===== src/rtl/t3d_abs_responder.sv =====
// T3D encoder emulator: receives a request byte over a half-duplex 8N1 link and replies with CF, SF, ABS0-2, CRC.
// Define T3D_ABS_RESP_MULTITURN_EN to also answer request 8'h8A with the multi-turn count.
module t3d_abs_responder #(
  parameter int unsigned ClkFrequency     = 32400000,
  parameter int unsigned Baud             = 2500000,
  parameter int unsigned TurnaroundCycles = 64
) (
  input  logic        clk,
  input  logic        rst_n,
  input  logic        rx,
  output logic        tx,
  output logic        tx_enable,
  input  logic [16:0] position_in,
  input  logic [7:0]  status_in,
  input  logic [23:0] turns_in,
  output logic        busy,
  output logic [15:0] req_count
);

  localparam int unsigned BIT_CYCLES = ClkFrequency / Baud;
  localparam int unsigned CNT_W      = 16;

  typedef enum logic [1:0] {S_IDLE, S_RX, S_TURN, S_TX} state_t;

  state_t             r_state, w_state_nxt;
  logic               r_rx_meta, r_rx_sync, r_rx_prev;
  logic [CNT_W-1:0]   r_cnt, w_cnt_nxt;
  logic [3:0]         r_bit, w_bit_nxt;
  logic [2:0]         r_byte, w_byte_nxt;
  logic [7:0]         r_shift, w_shift_nxt;
  logic               r_tx, w_tx_nxt, r_tx_en, w_tx_en_nxt, r_busy, w_busy_nxt;
  logic [15:0]        r_req_count, w_count_nxt;
  logic [7:0]         r_id, r_status, r_d2, r_d3, r_d4, w_cur_byte;
  logic               w_start, w_tick, w_stop_smp, w_match, w_accept, w_latch;

  assign w_start    = r_rx_prev & ~r_rx_sync;
  assign w_tick     = (r_cnt == '0);
  assign w_stop_smp = (r_state == S_RX) && w_tick && (r_bit == 4'd8);
  assign w_accept   = w_stop_smp && r_rx_sync && w_match;

`ifdef T3D_ABS_RESP_MULTITURN_EN
  assign w_match = (r_shift == 8'h02) || (r_shift == 8'h8A);
`else
  assign w_match = (r_shift == 8'h02);
  logic w_turns_unused;
  assign w_turns_unused = ^turns_in;
`endif

  // Reply byte currently on the wire; the last one is the XOR check byte
  always_comb begin
    case (r_byte)
      3'd0:    w_cur_byte = r_id;
      3'd1:    w_cur_byte = r_status;
      3'd2:    w_cur_byte = r_d2;
      3'd3:    w_cur_byte = r_d3;
      3'd4:    w_cur_byte = r_d4;
      default: w_cur_byte = r_id ^ r_status ^ r_d2 ^ r_d3 ^ r_d4;
    endcase
  end

  always_ff @(posedge clk or negedge rst_n) begin
    if (!rst_n) r_state <= S_IDLE;
    else        r_state <= w_state_nxt;
  end

  always_comb begin
    w_state_nxt = r_state;
    case (r_state)
      S_IDLE:  if (w_start) w_state_nxt = S_RX;
      S_RX:    if (w_stop_smp) w_state_nxt = w_accept ? S_TURN : S_IDLE;
      S_TURN:  if (w_tick) w_state_nxt = S_TX;
      S_TX:    if (w_tick && (r_bit == 4'd9) && (r_byte == 3'd5)) w_state_nxt = S_IDLE;
      default: w_state_nxt = S_IDLE;
    endcase
  end

  always_comb begin
    w_cnt_nxt   = r_cnt;
    w_bit_nxt   = r_bit;
    w_byte_nxt  = r_byte;
    w_shift_nxt = r_shift;
    w_tx_nxt    = r_tx;
    w_tx_en_nxt = r_tx_en;
    w_busy_nxt  = r_busy;
    w_count_nxt = r_req_count;
    w_latch     = 1'b0;
    case (r_state)
      S_IDLE: begin
        // first sample lands mid-way through data bit 0
        if (w_start) begin
          w_cnt_nxt = CNT_W'(BIT_CYCLES + BIT_CYCLES / 2 - 1);
          w_bit_nxt = '0;
        end
      end
      S_RX: begin
        if (w_tick) begin
          w_cnt_nxt = CNT_W'(BIT_CYCLES - 1);
          w_bit_nxt = r_bit + 4'd1;
          if (r_bit < 4'd8) begin
            w_shift_nxt = {r_rx_sync, r_shift[7:1]};
          end else if (w_accept) begin
            w_latch     = 1'b1;
            w_busy_nxt  = 1'b1;
            w_count_nxt = r_req_count + 16'd1;
            w_cnt_nxt   = CNT_W'(TurnaroundCycles - 1);
          end
        end else begin
          w_cnt_nxt = r_cnt - CNT_W'(1);
        end
      end
      S_TURN: begin
        if (w_tick) begin
          w_tx_nxt   = 1'b0;
          w_cnt_nxt  = CNT_W'(BIT_CYCLES - 1);
          w_bit_nxt  = '0;
          w_byte_nxt = '0;
        end else begin
          w_cnt_nxt = r_cnt - CNT_W'(1);
          if (r_cnt == CNT_W'(1)) w_tx_en_nxt = 1'b1;
        end
      end
      S_TX: begin
        if (w_tick) begin
          w_cnt_nxt = CNT_W'(BIT_CYCLES - 1);
          if (r_bit == 4'd9) begin
            if (r_byte == 3'd5) begin
              w_tx_nxt    = 1'b1;
              w_tx_en_nxt = 1'b0;
              w_busy_nxt  = 1'b0;
            end else begin
              w_byte_nxt = r_byte + 3'd1;
              w_bit_nxt  = '0;
              w_tx_nxt   = 1'b0;
            end
          end else begin
            w_bit_nxt = r_bit + 4'd1;
            w_tx_nxt  = (r_bit == 4'd8) ? 1'b1 : w_cur_byte[r_bit[2:0]];
          end
        end else begin
          w_cnt_nxt = r_cnt - CNT_W'(1);
        end
      end
      default: ;
    endcase
  end

  always_ff @(posedge clk or negedge rst_n) begin
    if (!rst_n) begin
      r_rx_meta   <= 1'b1;
      r_rx_sync   <= 1'b1;
      r_rx_prev   <= 1'b1;
      r_cnt       <= '0;
      r_bit       <= '0;
      r_byte      <= '0;
      r_shift     <= '0;
      r_tx        <= 1'b1;
      r_tx_en     <= 1'b0;
      r_busy      <= 1'b0;
      r_req_count <= '0;
    end else begin
      r_rx_meta   <= rx;
      r_rx_sync   <= r_rx_meta;
      r_rx_prev   <= r_rx_sync;
      r_cnt       <= w_cnt_nxt;
      r_bit       <= w_bit_nxt;
      r_byte      <= w_byte_nxt;
      r_shift     <= w_shift_nxt;
      r_tx        <= w_tx_nxt;
      r_tx_en     <= w_tx_en_nxt;
      r_busy      <= w_busy_nxt;
      r_req_count <= w_count_nxt;
    end
  end

  // Snapshot of the reply payload taken on the accepting stop-bit sample
  always_ff @(posedge clk or negedge rst_n) begin
    if (!rst_n) begin
      r_id     <= '0;
      r_status <= '0;
      r_d2     <= '0;
      r_d3     <= '0;
      r_d4     <= '0;
    end else if (w_latch) begin
      r_id     <= r_shift;
      r_status <= status_in;
`ifdef T3D_ABS_RESP_MULTITURN_EN
      if (r_shift == 8'h8A) begin
        r_d2 <= turns_in[7:0];
        r_d3 <= turns_in[15:8];
        r_d4 <= turns_in[23:16];
      end else begin
        r_d2 <= position_in[7:0];
        r_d3 <= position_in[15:8];
        r_d4 <= {7'b0, position_in[16]};
      end
`else
      r_d2     <= position_in[7:0];
      r_d3     <= position_in[15:8];
      r_d4     <= {7'b0, position_in[16]};
`endif
    end
  end

  assign tx        = r_tx;
  assign tx_enable = r_tx_en;
  assign busy      = r_busy;
  assign req_count = r_req_count;

endmodule

===== config.mk =====
export PLATFORM = sky130hd
export DESIGN_NAME = t3d_abs_responder
export DESIGN_NICKNAME = d
export VERILOG_FILES = /design/src/rtl/t3d_abs_responder.sv
export SDC_FILE = /design/constraint.sdc
export NUM_CORES = 1
export LEC_CHECK = 0
export ABC_AREA = 1
export BUFFER_PORTS_ARGS = -buffer_cell sky130_fd_sc_hd__buf_4
export CAP_MARGIN = 10
export CORE_ASPECT_RATIO = 0.75
export CORE_UTILIZATION = 30
export DETAILED_ROUTE_END_ITERATION = 8
export PLACE_DENSITY = 0.53
export RECOVER_POWER = 25
export SETUP_SLACK_MARGIN = 0.2
export SLEW_MARGIN = 20
export SYNTH_ARGS = -nofsm -noshare
export SYNTH_HDL_FRONTEND = slang
export SYNTH_SLANG_ARGS = --single-unit

===== constraint.sdc =====
create_clock -name clk -period 3 [get_ports clk]
set_input_delay 0.3 -clock clk [delete_from_list [all_inputs] [get_ports clk]]
set_output_delay 0.3 -clock clk [all_outputs]
set_load 0.05 [all_outputs]

==> impl_metrics.py, run 1 <==
metrics = {
    "outcome": {
        "status": "finished, final reports clean",
    },
    "synthesis": {
        "synth-async-reset-ratio": 1.00,
        "synth_ff_type": "dfrtp_1",
        "synth_edf_count": 0,
        "syn_area_per_cell_sq_um": 7.77,
        "syn_inst": 644,
        "synth_seq_cells": 88,
        "yosysUniqueCellTypes": 42,
        "ys_warn_count": 0,
        "ys_seq_area_frac": 0.441,
        "syn_nets": 708,
        "synth_area_sq_um": 5000,
    },
    "placement": {
        "io_buffers": 46,
        "dpl.hpwl_um": 8400,
        "place_congestion": 0.797,
    },
    "detailed_routing": {
        "detail-route-antenna-nets": 0,
        "detail_route.iter0.violations": 301,
        "remaining_drc_errors": 0,
        "drt-pass1-iter-count": 5,
        "drt_wl_total_um": 11500,
        "wl_per_cell_um": 12.7,
        "vias": 4217,
        "drt-vias-per-instance": 4.65,
    },
    "worst_setup_path": {
        "cp-start-kind": "register",
        "crit_buf_inv": 3,
        "cp.required_ns": 3.23,
        "crit_path_end_kind": "register",
        "critical_path_class": "reg2reg",
        "cp_common_cell": "inv_1",
        "path_delay_family": "simple AND/OR/NAND/NOR gates",
        "cp_slowest_cell": "dfrtp_1",
        "reg2reg_setup_slack_ns": 0.68,
        "slowest_delay_ns": 0.43,
        "worstPathMaxFanout": 20,
        "cp.arrival_ns": 2.55,
        "cp_cell_sequence": "inv_1 -> ha_1 -> inv_1 -> nor3_2 -> nand4_4 -> nor3_4 -> nand2_2 -> buf_4 -> nor2_2 -> nand2_1 -> xor2_1",
    },
    "global_routing": {
        "grt_pass1_wl_um": 20500,
        "busiest_layer": "met1",
        "grt_overflow_total": 0,
        "grt_max_degree": 46,
        "grt.met3_usage": 0.0364,
        "antenna_found_initial": 0,
        "grtUsageMet1": 0.223,
        "grt_pass1_vias": 4108,
        "grtUsageMet2": 0.222,
        "grt_usage": 0.153,
    },
    "cts": {
        "clock_latency_ns": 0.35,
        "postCtsSetupRepairBufs": 0,
        "cts-root-buf": "clkbuf_16",
        "path_clk_slew_ns": 0.07,
        "htree_levels": 3,
        "cts_tree": "built",
        "holdBufCountCts": 1,
        "cts.sinks": 88,
        "cts_resized": 0,
        "cts_inserted_buffers": 9,
        "clockBufferDepth": 2,
    },
    "pwr": {
        "power_density_nw_per_um2": 565,
        "p_leak_nw": 2.84,
        "comb_power_share": 0.230,
        "ir_worst_vdd_mv": 0.275,
        "p_sw_w": 0.00110,
        "seqPwrFrac": 0.444,
        "internal_power_w": 0.00220,
        "p_sw_frac": 0.334,
        "p_clk_frac": 0.326,
    },
    "sta": {
        "fin_crit_sh": 0.772,
        "rsz0062_at_grt": "false",
        "maxSlewViolCount": 0,
        "finalSetupTns_ns": 0,
        "slew_headroom": 0.248,
        "tightest_slew_ns": 1.13,
        "setup_viol": 0,
        "clock_skew_ns": 0.00932,
        "period_minus_slack_ns": 2.32,
        "hold_ws_ns": 0.0640,
        "max_freq_ghz": 0.432,
        "hold_viol_final": 0,
    },
    "floorplan": {
        "die_w_um": 151,
        "dieHeight_um": 114,
        "io_pins": 71,
        "start_util": 0.310,
        "die-area_sq_um": 17200,
        "rows": 40,
        "coreArea_sq_um": 16200,
    },
    "finish": {
        "layout-drive-gt1-share": 0.148,
        "mostFrequentLayoutCell": "nand2_1",
        "n_antenna_cell": 0,
        "final_cell_mix": "nand2_1, dfrtp_1, inv_1",
        "multi_input_area_sq_um": 2370,
        "n_fill_cell": 1702,
        "seqCellArea_sq_um": 2210,
        "final_nets": 756,
        "area_growth_pct": 16.7,
    },
    "min_path": {
        "min-delay-path-class": "in2reg",
    },
    "flow_run": {
        "maxCapViolCount": 0,
    },
}
sequential cells by signal, summed over array words and instances, names as in the netlist, 3 cells and up, named ones only:
register	count
r_bit	4
r_byte	3
r_cnt	16
r_d2	8
r_d3	8
r_id	8
r_shift	8
r_status	8
req_count	16
cell usage after synthesis, types with 4 or more instances:
cell type | number | area [sq um]
nand2_1 | 185 | 694
dfrtp_1 | 84 | 2100
inv_1 | 73 | 274
nand3_1 | 66 | 330
o21ai_0 | 46 | 230
nor2_1 | 41 | 154
xor2_1 | 20 | 175
xnor2_1 | 14 | 123
ha_1 | 12 | 150
inv_2 | 12 | 45.0
buf_2 | 10 | 50.1
a21oi_1 | 9 | 45.0
nor3_1 | 9 | 45.0
nand4_1 | 8 | 50.1
o22ai_1 | 8 | 50.1
nor2_2 | 5 | 31.3
buf_6 | 4 | 45.0
dfstp_2 | 4 | 105
nand2_2 | 4 | 25.0
layout make-up:
type / instances / share of cell area
flip-flops and latches: 88 / 0.378
repair buffers: 53 / 0.0683
clock buffers: 10 / 0.0409
multi-input cells: 455 / 0.406
well taps: 210 / 0.0450
inverters: 85 / 0.0546
clock inverters: 6 / 0.00749
metal layers:
metal / up-vias / wire, um
li1: 2157 / -
met1: 1974 / 5990
met2: 76 / 4840
met3: 10 / 551
met4: 0 / 149
met5: - / 0
per-stage QoR:
stage | total power [W] | setup WS, ns | instance area (sq um) | utilization | instances
floorplan | 0.00204 | 1.05 | 5000 | - | 644
global placement | 0.00222 | 0.685 | 5560 | 0.344 | 890
detailed placement | 0.00225 | 0.661 | 5560 | 0.344 | 890
CTS | 0.00335 | 0.646 | 5860 | 0.362 | 907
global route | 0.00353 | 0.426 | 5840 | 0.361 | 907
finish | 0.00330 | 0.684 | 5840 | 0.361 | 907
logic make-up after synthesis:
| group | share of synthesized area |
|---|---|
| compound gates | 0.0853 |
| flops | 0.441 |
| fa+ha+maj | 0.0300 |
| xor+xnor | 0.0628 |
| buf+inv | 0.0850 |
| simple gates | 0.296 |
power groups by stage:
| stage | logic [W] | registers, W | clock network, W |
|---|---|---|---|
| 3_3_place_gp | 0.000735 | 0.00148 | 0 |
| 4_1_cts | 0.000768 | 0.00147 | 0.00112 |
| 3_5_place_dp | 0.000764 | 0.00149 | 0 |
| 6_report | 0.000758 | 0.00147 | 0.00108 |
| 2_1_floorplan | 0.000580 | 0.00146 | 0 |
| 5_1_grt | 0.000870 | 0.00149 | 0.00118 |
worst paths after layout:
check | start | end | cells after the start
max in group asynchronous | rst_n | tx | 3
min in group asynchronous | rst_n | r_cnt[6] | 2
hold reg to reg | r_rx_meta | r_rx_sync | 0
setup reg to reg | r_cnt[0] | req_count[7] | 11
hold / removal | rx | r_rx_meta | 1
setup / recovery | r_cnt[0] | req_count[7] | 11
No activity file was read; power rests on OpenSTA's default activity.
==> inputs of run 2 (changes only) <==
clock period = 2.4 ns   (was 3 ns; I/O delays follow)
==> impl_metrics.py, run 2 (same netlist as run 1, synthesis figures left out) <==
metrics = {
    "floorplan": {
        "io_pins": 71,
        "die_w_um": 151,
        "rows": 40,
        "start_util": 0.310,
        "dieHeight_um": 114,
        "coreArea_sq_um": 16200,
        "die-area_sq_um": 17200,
    },
    "cts": {
        "htree_levels": 3,
        "cts_inserted_buffers": 9,
        "path_clk_slew_ns": 0.06,
        "cts_tree": "built",
        "cts-root-buf": "clkbuf_16",
        "clockBufferDepth": 2,
        "clock_latency_ns": 0.35,
        "cts.sinks": 88,
    },
    "worst_setup_path": {
        "crit_path_end_kind": "register",
        "reg2regPathDepth": 13,
        "cp.arrival_ns": 2.34,
        "cp_cell_sequence": "ha_1 -> ha_1 -> nor2_1 -> nand3_1 -> nand2_1 -> nor2_1 -> nor2_1 -> nand2_1 -> nand3_1 -> nand3_1 -> nand3_1 -> nand2_1 -> nand2_1",
        "reg2reg_setup_slack_ns": 0.35,
        "reg2reg_to": "tx",
        "cp.required_ns": 2.69,
        "critical_path_class": "reg2reg",
        "critPathLaunch": "r_byte[0]",
        "cp-start-kind": "register",
        "slowest_delay_ns": 0.42,
        "worstPathMaxFanout": 8,
        "cp_slowest_cell": "dfrtp_1",
        "r2r-start": "r_byte[0]",
    },
    "detailed_routing": {
        "remaining_drc_errors": 0,
        "drt-pass1-iter-count": 4,
        "drt_wl_total_um": 11700,
        "detail_route.iter0.violations": 218,
        "detail-route-antenna-nets": 0,
        "vias": 4296,
        "wl_per_cell_um": 12.8,
        "drt-vias-per-instance": 4.70,
    },
    "pwr": {
        "internal_power_w": 0.00305,
        "p_leak_nw": 2.92,
        "comb_power_share": 0.224,
        "ir_worst_vdd_mv": 0.327,
        "p_sw_frac": 0.311,
        "seqPwrFrac": 0.412,
        "power_density_nw_per_um2": 736,
        "p_clk_frac": 0.364,
        "p_sw_w": 0.00137,
    },
    "sta": {
        "maxSlewViolCount": 0,
        "period_minus_slack_ns": 2.05,
        "rsz0062_at_grt": "true",
        "max_freq_ghz": 0.488,
        "hold_ws_ns": 0.0887,
        "finalSetupTns_ns": 0,
        "slew_headroom": 0.303,
        "clock_skew_ns": 0.00852,
        "hold_viol_final": 0,
        "fin_ws_ns": 0.351,
        "setup_viol": 0,
        "tightest_slew_ns": 1.05,
        "fin_crit_sh": 0.854,
    },
    "global_routing": {
        "grt_pass1_wl_um": 20600,
        "grt_usage": 0.152,
        "grt_max_degree": 40,
        "antenna_found_initial": 0,
        "grt_pass1_vias": 4351,
        "grt_overflow_total": 0,
    },
    "finish": {
        "final_cell_mix": "nand2_1, dfrtp_1, inv_1",
        "final_nets": 765,
        "layout-drive-gt1-share": 0.162,
        "n_antenna_cell": 0,
        "post_layout_nonfiller_instances": 915,
        "mostFrequentLayoutCell": "nand2_1",
        "area_growth_pct": 19.9,
        "final_util": 0.371,
    },
    "placement": {
        "place_ws_ns": 0.290,
        "io_buffers": 46,
        "dp_cells": 898,
        "place_congestion": 0.822,
        "dpl.hpwl_um": 8590,
    },
    "outcome": {
        "status": "finished, final reports clean",
    },
    "min_path": {
        "hp-start": "position_in[3]",
        "min-delay-path-class": "in2reg",
        "hold_depth": 3,
        "min_to": "r_d2[3]",
    },
    "flow_run": {
        "maxCapViolCount": 0,
    },
}
## run 2: per-layer routing
metal / routed length [um] / up-vias / global-route usage
li1: - / 2177 / -
met5: 0 / - / 0
met1: 6040 / 2026 / 0.211
met2: 5030 / 81 / 0.230
met3: 509 / 12 / 0.0372
met4: 157 / 0 / 0.0527
## run 2: layout make-up
type	count	area (sq um)
Fill cell	1681	10200
Tap cell	210	263
Clock buffer	10	229
Multi-Input combinational cell	455	2380
Sequential cell	88	2210
Timing Repair Buffer	62	489
Inverter	85	322
Clock inverter	5	106
## run 2: how the worst max path moves through the flow
stage                          endpoint  slack, ns  depth (start not counted)
final                                tx       0.35                         13
after CTS                  req_count[7]       0.29                         11
after detailed placement   req_count[7]       0.29                         11
after floorplan           req_count[12]       0.45                          7
after global routing                 tx       0.18                         13
after global placement     req_count[7]       0.34                         11
## run 2: what timing repair did
item,in CTS,in global routing
hold endpoints to repair,37,0
hold buffers,2,0
gates resized for setup,0,6
setup endpoints to repair,0,33
buffers inserted,0,0
## run 2: power by group through the flow
stage / clock network [W] / registers (W) / logic [W]
after floorplan: 0 / 0.00182 / 0.000726
after CTS: 0.00166 / 0.00182 / 0.000996
after detailed placement: 0 / 0.00184 / 0.000992
after global routing: 0.00171 / 0.00185 / 0.00114
after global placement: 0 / 0.00184 / 0.000948
final: 0.00161 / 0.00182 / 0.000990
## run 2: worst max-delay path: cells and delay by family (launching register included)
| kind | cells | cell delay, ns |
|---|---|---|
| and+or+nand+nor | 11 | 1.16 |
| DFF | 1 | 0.42 |
| adders and majority gates | 2 | 0.41 |
## run 2: stage by stage
step	area (sq um)	total power, W
final	6000	0.00442
after CTS	5990	0.00447
after detailed placement	5640	0.00283
after floorplan	5000	0.00254
after global placement	5640	0.00278
after global routing	6000	0.00470
